$ cat src/rtl/less_distance_pkg.sv
// Shared constants and types for the less_distance nearest-match selector.
package less_distance_pkg;

  localparam int WIDTH = 8;

  typedef logic [WIDTH-1:0] word_t;

endpackage

$ cat src/rtl/abs_diff.sv
// Unsigned absolute difference |x - y| without wrap-around.
module abs_diff #(
  parameter int WIDTH = 8
) (
  input  logic [WIDTH-1:0] x,
  input  logic [WIDTH-1:0] y,
  output logic [WIDTH-1:0] z
);

  logic [WIDTH:0] diff;
  logic [WIDTH:0] diff_rev;
  logic           borrow;

  // The extra top bit is the borrow; when set, x < y and the subtraction order flips.
  assign diff     = {1'b0, x} - {1'b0, y};
  assign diff_rev = {1'b0, y} - {1'b0, x};
  assign borrow   = diff[WIDTH];
  assign z        = borrow ? diff_rev[WIDTH-1:0] : diff[WIDTH-1:0];

endmodule

$ cat src/rtl/less_distance.sv
// Registers whichever of data_a/data_b is closer to reff; ties resolve to data_a.
module less_distance
  import less_distance_pkg::*;
#(
  parameter int WIDTH = less_distance_pkg::WIDTH
) (
  input  logic             clk,
  input  logic             rst_n,
  input  logic             in_valid,
  input  logic [WIDTH-1:0] reff,
  input  logic [WIDTH-1:0] data_a,
  input  logic [WIDTH-1:0] data_b,
  output logic             out_valid,
  output logic [WIDTH-1:0] data_out,
  output logic             sel_b,
  output logic [WIDTH-1:0] dist_out
);

  logic [WIDTH-1:0] dist_a;
  logic [WIDTH-1:0] dist_b;
  logic             take_b;
  logic [WIDTH-1:0] sel_data;
  logic [WIDTH-1:0] sel_dist;

  abs_diff #(.WIDTH(WIDTH)) u_dist_a (.x(data_a), .y(reff), .z(dist_a));
  abs_diff #(.WIDTH(WIDTH)) u_dist_b (.x(data_b), .y(reff), .z(dist_b));

  // Strict compare so equal distances keep data_a.
  assign take_b   = dist_b < dist_a;
  assign sel_data = take_b ? data_b : data_a;
  assign sel_dist = take_b ? dist_b : dist_a;

  // Valid-only interface, no backpressure: a result is registered for every
  // cycle in_valid is high and shows one cycle later with out_valid high;
  // while out_valid is low the data outputs hold their last captured values.
  always_ff @(posedge clk) begin
    if (!rst_n) begin
      out_valid <= 1'b0;
      data_out  <= '0;
      sel_b     <= 1'b0;
      dist_out  <= '0;
    end else begin
      out_valid <= in_valid;
      if (in_valid) begin
        data_out <= sel_data;
        sel_b    <= take_b;
        dist_out <= sel_dist;
      end
    end
  end

endmodule

$ cat config.mk
export PLATFORM = sky130hd
export DESIGN_NAME = less_distance
export DESIGN_NICKNAME = d
export VERILOG_FILES = /design/src/rtl/less_distance_pkg.sv /design/src/rtl/abs_diff.sv /design/src/rtl/less_distance.sv
export SDC_FILE = /design/constraint.sdc
export NUM_CORES = 1
export LEC_CHECK = 0
export BUFFER_PORTS_ARGS = -buffer_cell sky130_fd_sc_hd__buf_2
export CAP_MARGIN = 20
export CORE_MARGIN = 2
export CORE_UTILIZATION = 30
export CTS_BUF_LIST = sky130_fd_sc_hd__clkbuf_8 sky130_fd_sc_hd__clkbuf_16
export CTS_CLUSTER_DIAMETER = 200
export DETAILED_ROUTE_END_ITERATION = 6
export GPL_TIMING_DRIVEN = 0
export SLEW_MARGIN = 20
export SYNTH_ARGS = -nofsm -noshare
export SYNTH_HDL_FRONTEND = slang
export SYNTH_SLANG_ARGS = --single-unit
$ cat constraint.sdc
create_clock -name clk -period 3.9 [get_ports clk]
set_input_delay 0.39 -clock clk [delete_from_list [all_inputs] [get_ports clk]]
set_output_delay 0.39 -clock clk [all_outputs]
set_load 0.005 [all_outputs]
# --- Word level (Yosys, flattened, before mapping) ---
# Index checks and enable logic that the tools add are counted.
classes:
  n_addsub: 4
  magnitude_cmp: 1
  muxes: 4
ops:
  columns: ["cell", "count"]
  rows:
  - ["$mux 8", 4]
  - ["$sub 8x8->9", 2]
  - ["$sub 8x8->8", 2]
  - ["$lt 8x8->1", 1]
word_totals:
  regBits: 18
  word_cells: 13

# --- Longest topological paths before layout ---
# Gate-level depths: netlist (run 1).
logic_depth:
  word_depth: 4
  depth_mapped: 17
  mapped_depth_nobuf: 16

# --- By module ---
# From an unflattened synthesis (run 1), not the netlist that was laid out.
hier_totals:
  hier_cells: 293
  area_unflattened_um2: 2389.8
by_module_without_submodules:
  columns: ["mod", "n_inst", "cells_each", "area_per_inst_um2"]
  rows:
  - ["abs_diff", 2, 85, 655.6]
  - ["less_distance", 1, 123, 1078.5]

# --- Worst setup path before layout (run 1) ---
# Ideal clock, no wire load.
synth_path:
  path_kind: "in2reg"
  from: "input reff[5]"
  to: "register dist_out[6]"
  setup_time_ns: 0.118
  t_arrival_ns: 3.593
  slack_ns: 0.190
  cell_stages: 16
  path_buffers: 2
  cell_sequence: "inv_1 ha_1 buf_6 a21o_1 a21o_1 a221oi_4 mux2_4 xnor2_1 inv_1 ha_1 a21oi_1 o21ai_1 a211oi_1 buf_2 nand2_1 o2111a_1"
synth_between:
  elab_chain_cells: 4
  word_cells_on_any_way: 8
  classes_between: "add/sub: 4; order compare: 1; mux: 3"
synth_lines:
  columns: ["item", "line", "text"]
  rows:
  - ["from (decl)", "less_distance.sv:10", "input logic [WIDTH-1:0] reff,"]
  - ["$sub 8x8->9 or $sub 8x8->8 (tied branches)", "abs_diff.sv:15, abs_diff.sv:16", null]
  - ["$mux 8", "abs_diff.sv:18", "assign z = borrow ? diff_rev[WIDTH-1:0] : diff[WIDTH-1:0];"]
  - ["$lt 8x8->1", "less_distance.sv:29", "assign take_b = dist_b < dist_a;"]
  - ["$mux 8 *", "less_distance.sv:31", "assign sel_dist = take_b ? dist_b : dist_a;"]
  - ["to (signal assigned)", "less_distance.sv:47", "dist_out <= sel_dist;"]
  - ["to (decl)", "less_distance.sv:16", "output logic [WIDTH-1:0] dist_out"]
# Every way passes the cells marked *; elsewhere a longest branch is shown, timed or not.
# A chain may end at the register's enable or synchronous reset.

# --- Worst setup path after layout (run 1) ---
layout_path:
  from: "input data_a[0]"
  to: "register dist_out[2]"
layout_between:
  elab_chain_cells: 4
  word_cells_on_any_way: 5
  classes_between: "add/sub: 2; order compare: 1; mux: 2"
layout_lines:
  columns: ["item", "line", "text"]
  rows:
  - ["from (decl)", "less_distance.sv:11", "input logic [WIDTH-1:0] data_a,"]
  - ["$sub 8x8->9 or $sub 8x8->8 (tied branches)", "abs_diff.sv:15, abs_diff.sv:16", null]
  - ["$mux 8 *", "abs_diff.sv:18", null]
  - ["$lt 8x8->1", "less_distance.sv:29", null]
  - ["$mux 8 *", "less_distance.sv:31", null]
# Marks and branches as above.

==> results by group, run 1 <==
STA
  • Fmax: 266 MHz
  • Period utilization: 96.2%
  • Setup violators final: 0
  • Slew @ Worst Pin: 0.496 ns
  • Final min period: 3.75 ns
  • Final hold vios: 0
  • Fin Hold WS: 0.412 ns
  • Slew HR: 66.9%
  • Final max-slew violation count: 0
  • Worst Clk Skew: 0 ns

Setup path
  • RR Endpoint: data_out[6]
  • Worst endpoint required time: 4.07 ns
  • Setup slack, reg-to-reg: 3.16 ns
  • Reg2Reg Depth: 2
  • Arrival time of the worst setup path: 3.92 ns
  • CP Launch Type: primary input
  • Critical path class: primary input to flop
  • R2R Path Start: data_out[6]
  • Crit end category: flop
  • Crit Path Max Fanout: 5

Final layout
  • Filler cell count: 786
  • Nets@finish: 398
  • Layout area overhead: 21.1%
  • Fraction of layout cells with a size suffix above 1: 22.6%
  • Antenna cells: 0
  • Post-route cell area: 0.00272 mm^2

Floorplanning
  • Overall die width: 90.5 um
  • Die Footprint: 0.00819 mm^2
  • Row count: 31
  • Die H: 90.5 um
  • Io pins: 45
  • Core area: 0.00725 mm^2
  • Initial Util: 30.9%

Logic synthesis
  • Dominant synthesized flop cell: dfxtp_1
  • Synth Cell Area: 0.00224 mm^2
  • Synth top area share: 20.6%
  • Synth cell types: 45
  • Number of synthesized flops with an enable pin: 0
  • Sequential area share after synthesis: 16.1%
  • Average cell area after synthesis: 8.10 um^2
  • Top-count cell post-synth: ha_1
  • #FFs+latches synth: 18
  • Yosys warnings: 0
  • Mapped Cells: 277
  • Asr flop ratio synth: 0%
  • Top cells by area, synth: ha_1, dfxtp_1, inv_1
  • Largest area contributor in the netlist: ha_1
  • Syn Nets: 345
  • Synth top cells by count: ha_1, inv_1, nand2_1, a21oi_1, dfxtp_1

Global routing
  • M2 GR Usage: 23.4%
  • Overall Global Routing Usage: 14.7%
  • First-pass GRT wire length: 9.89 mm
  • Initial antenna violation count: 0
  • M3 GR Usage: 2.50%
  • GRT busiest layer: met2
  • GR Layer Usage met1: 21.3%
  • Grt ovf: 0
  • Vias in the first global route: 2010
  • Pin count of the biggest net entering global routing: 11

Routing
  • Drt pass-1 iters: 4
  • Post-Route WL: 6.08 mm
  • DRC: 0
  • Drt wl/cell: 14.2 um
  • Vias: 2173
  • Final ANT Viol Nets: 0
  • Vias per cell: 5.09
  • Initial DRC Count: 98

Power
  • P_leak: 1.37 nW
  • Clock power share: 13.3%
  • Seq pwr share: 24.4%
  • Sw Share: 43.3%
  • Sw power: 432 uW
  • Overall power: 997 uW
  • Comb pwr share: 62.3%
  • Worst VDD drop: 0.158 mV
  • Cell internal pwr: 566 uW
  • Pwr dens: 367 mW/mm^2

Worst hold path
  • WHS Endpoint: data_out[7]
  • Min-delay worst type: primary input to flop
  • Hold Crit Start: data_a[7]
  • Worst hold path depth: 3

Clock tree
  • CTS buffer count: 3
  • CTS sink count: 18
  • H-tree Lvls: 1
  • CTS clk-pin slew, worst paths: 0.07 ns
  • Worst-Skew Late Latency: 0.25 ns
  • Clock Path Buffers: 2
  • CTS tree: built
  • Root Driver: clkbuf_8

Placement
  • Port Buffers: 43
  • Dpl hpwl: 5.01 mm
  • Routability cong.: 0.825
  • Placed cell area: 0.00258 mm^2

Outcome
  • Outcome: finished clean

Job
  • Maximum capacitance violations: 0
-- state kept, by name, summed over array words and instances (netlist names) --
name	cells
data_out	8
sel_b	1
out_valid	1
dist_out	8
-- power groups by stage --
| stage | Clock, mW | Combinational [mW] | Sequential, mW |
|---|---|---|---|
| CTS | 0.135 | 0.559 | 0.244 |
| detailed placement | 0 | 0.549 | 0.247 |
| global route | 0.146 | 0.689 | 0.250 |
| finish | 0.132 | 0.622 | 0.243 |
| global placement | 0 | 0.540 | 0.246 |
| floorplan | 0 | 0.382 | 0.252 |
-- cells in the final DEF (no fill, tap or decap), types with 2 or more instances in the layout --
master,Yosys,final
buf_2,2,44
ha_1,37,37
inv_1,34,34
nand2_1,30,30
a21oi_1,21,21
dfxtp_1,18,18
nor2_1,16,16
mux2i_1,10,10
a21o_1,9,9
a311oi_1,10,9
clkbuf_1,8,7
nand3_1,7,7
o21ai_0,7,7
buf_4,1,6
xor2_1,7,6
o221ai_1,5,5
a31oi_1,4,4
xnor2_1,5,4
nor2b_1,5,4
fa_1,4,4
buf_6,1,3
nand2b_1,3,3
o211ai_1,3,3
a211oi_2,1,3
a211oi_1,5,3
clkbuf_8,0,3
mux2_4,2,2
o21ai_2,0,2
nand3b_1,2,2
nand4b_1,2,2
-- metal layers --
metal / up-vias / share of wire (%)
li1: 1094 / -
met3: 6 / 3.4
met5: - / 0
met4: 0 / 0.76
met2: 46 / 45
met1: 1027 / 51
-- cells by family after synthesis --
logic type,count (synthesis),synth area share [%]
AO/OA/AOI/OAI,80,27.0
XOR/XNOR,12,4.68
adder cells (fa/ha/maj),41,24.2
buffers and inverters,46,8.31
flip-flops,18,16.1
multiplexers,12,5.80
AND/OR/NAND/NOR,68,13.9
-- cell type report --
class	instances	area [um^2]	area share (%)
Buffer	12	68.8	2.53
Multi-Input combinational cell	213	1740	64.0
Timing Repair Buffer	48	256	9.44
Sequential cell	18	360	13.3
Clock buffer	3	41.3	1.52
Inverter	34	128	4.70
Tap cell	99	124	4.56
-- worst max-delay path, stage by stage --
cell and delay (ns):
buf_2 0.13, inv_1 0.06, ha_1 0.17, inv_1 0.06, fa_1 0.41, a211oi_2 0.33, o21ai_2 0.13, a311o_1 0.41
nand2_1 0.11, xor2_2 0.22, ha_1 0.29, a21oi_1 0.24, o21ai_2 0.12, a211oi_2 0.30, buf_4 0.18, nand2_1 0.15
o221ai_1 0.23
-- repair_timing --
action                     CTS  global route
gates resized for setup      1            15
pin swaps                    1             4
hold buffers                 0             0
setup endpoints to repair   14            16
buffers inserted             2             3
-- metrics by stage --
stage	utilization [%]	TNS, ns	instances	setup slack, ns
final	37.5	0	427	0.147
after floorplan	-	0	277	0.190
after CTS	36.4	0	424	0.00277
after global routing	37.5	-0.0689	427	-0.0262
after detailed placement	35.6	-6.04	419	-0.466
after global placement	35.6	-5.51	419	-0.440
-- worst max-delay path by stage --
stage	endpoint	cells past startpoint	start	slack [ns]
floorplan	dist_out[6]	16	reff[5]	0.19
global placement	data_out[0]	18	data_b[0]	-0.44
detailed placement	dist_out[6]	18	data_b[0]	-0.47
CTS	data_out[6]	17	data_a[0]	0.003
global route	data_out[2]	19	data_b[0]	-0.03
finish	dist_out[2]	17	data_a[0]	0.15
No activity file was read; power rests on OpenSTA's default activity.
==> inputs of run 2 (changes only) <==
RECOVER_POWER = 50   (was not set)
==> run 2 against run 1 <==
Sequential share of layout area about the same; die area did not move; total power is 0.25% lower; highest routed layer unchanged; utilization fell by 0.052 points; sequential power barely moved; register-to-register slack about the same; count of clock-buffer cells in the layout stayed put.
==> results by group, run 2 (synthesis gave the netlist of run 1 again) <==
Setup path
  • Crit end category: flop
  • CP Buf/Inv Count: 4
  • Delay-heaviest family, CP: compound AO/OA/AOI/OAI gates
  • Crit path largest cell delay: 0.41 ns
  • Worst endpoint required time: 4.07 ns
  • Arrival time of the worst setup path: 3.92 ns
  • Critical path class: primary input to flop
  • Crit Path Max Fanout: 5
  • Crit-path slowest cell: fa_1
  • CP Launch Type: primary input
  • Critical path cell sequence: buf_2 -> inv_1 -> ha_1 -> inv_1 -> fa_1 -> a211oi_2 -> o21ai_2 -> a311o_1 -> nand2_1 -> xor2_2 -> ha_1 -> a21oi_1 -> o21ai_2 -> a211oi_2 -> buf_4 -> nand2_1 -> o221ai_1

Floorplanning
  • Row count: 31
  • Initial Util: 30.9%
  • Die Footprint: 0.00819 mm^2
  • Core area: 0.00725 mm^2
  • Overall die width: 90.5 um
  • Io pins: 45
  • Die H: 90.5 um

Worst hold path
  • Min-delay worst type: primary input to flop

Power
  • Seq pwr share: 24.5%
  • Sw Share: 43.4%
  • Overall power: 995 uW
  • Worst VDD drop: 0.158 mV
  • Clock power share: 13.3%
  • P_leak: 1.36 nW
  • Sw power: 432 uW
  • Cell internal pwr: 563 uW
  • Comb pwr share: 62.3%
  • Pwr dens: 367 mW/mm^2

STA
  • Fmax: 267 MHz
  • Slew HR: 67.3%
  • Worst Clk Skew: 0 ns
  • Period utilization: 96.0%
  • Final max-slew violation count: 0
  • Final hold vios: 0
  • Final min period: 3.75 ns
  • Total negative slack: 0 ns
  • Setup violators final: 0
  • Slew @ Worst Pin: 0.491 ns
  • Fin Hold WS: 0.412 ns

Global routing
  • First-pass GRT wire length: 9.89 mm
  • Initial antenna violation count: 0
  • Pin count of the biggest net entering global routing: 11
  • Grt ovf: 0
  • Vias in the first global route: 2010
  • Overall Global Routing Usage: 14.7%

Clock tree
  • Worst-Skew Late Latency: 0.25 ns
  • Root Driver: clkbuf_8
  • CTS tree: built
  • CTS sink count: 18
  • Clock Path Buffers: 2
  • H-tree Lvls: 1
  • CTS clk-pin slew, worst paths: 0.07 ns
  • CTS buffer count: 3
  • Cts hold-fix bufs: 0

Placement
  • Dpl hpwl: 5.01 mm
  • Port Buffers: 43
  • Dpl cells: 419
  • Routability cong.: 0.825

Final layout
  • Most frequent cells in the layout: buf_2, ha_1, inv_1
  • Layout area overhead: 20.9%
  • Commonest non-fill, non-tap cell in the layout: buf_2
  • Nets@finish: 398
  • Antenna cells: 0
  • Registers with the most flip-flops: data_out: 8 flops, dist_out: 8 flops
  • Fraction of layout cells with a size suffix above 1: 21.6%
  • Fin cells: 427

Routing
  • Drt wl/cell: 14.2 um
  • Post-Route WL: 6.08 mm
  • Drt pass-1 iters: 4
  • DRC: 0
  • Vias: 2168
  • Vias per cell: 5.08
  • Final ANT Viol Nets: 0
  • Initial DRC Count: 97

Outcome
  • Outcome: finished clean

Job
  • Maximum capacitance violations: 0
run 2: changes by cell type in the layout (fill, tap and decap cells not counted):
cell / delta
buf_2: -3
clkbuf_1: +3
run 2: stage by stage:
step	setup WS (ns)	instance area, um^2	utilization (%)
final	0.155	2710	37.4
after global routing	-0.0262	2710	37.4
after CTS	0.00277	2640	36.4
after detailed placement	-0.466	2580	35.6
after global placement	-0.440	2580	35.6
after floorplan	0.190	2240	-
run 2: repair_timing:
| item | CTS | global route |
|---|---|---|
| resized for setup | 1 | 15 |
| buffers inserted | 2 | 3 |
| pin swaps | 1 | 4 |
| endpoints found under the setup margin | 14 | 16 |
run 2: cell type report:
type / instances / area, um^2
plain buffers: 12 / 68.8
clock buffers: 3 / 41.3
fillers: 785 / 4540
inverters: 34 / 128
multi-input cells: 213 / 1740
flip-flops and latches: 18 / 360
well taps: 99 / 124
repair buffers: 48 / 253
run 2: layer usage:
| layer | part of all wire (%) | vias to the layer above | track usage [%] |
|---|---|---|---|
| li1 | - | 1093 | - |
| met3 | 3.5 | 6 | 2.50 |
| met1 | 50 | 1021 | 21.3 |
| met4 | 0.76 | 0 | 1.79 |
| met2 | 45 | 48 | 23.4 |
| met5 | 0 | - | 0 |
run 2: worst reg2reg max path, cell delays in order, from the launching register on:
cell and delay (ns):
dfxtp_1 0.34, nor2_1 0.04, a311oi_1 0.26
run 2: power by group through the flow:
stage | registers, mW | clock network, mW | logic [mW]
after CTS | 0.244 | 0.135 | 0.559
after floorplan | 0.252 | 0 | 0.382
after detailed placement | 0.247 | 0 | 0.549
after global routing | 0.250 | 0.146 | 0.687
after global placement | 0.246 | 0 | 0.540
final | 0.243 | 0.132 | 0.620
run 2: worst paths after layout:
path                     from     endpoint  slack, ns  cells past startpoint
hold reg to reg   data_out[0]  data_out[0]       0.49                      2
setup / recovery    data_a[0]  dist_out[2]       0.15                     17
setup reg to reg  data_out[6]  data_out[6]       3.16                      2
hold / removal      data_a[7]  data_out[7]       0.41                      3
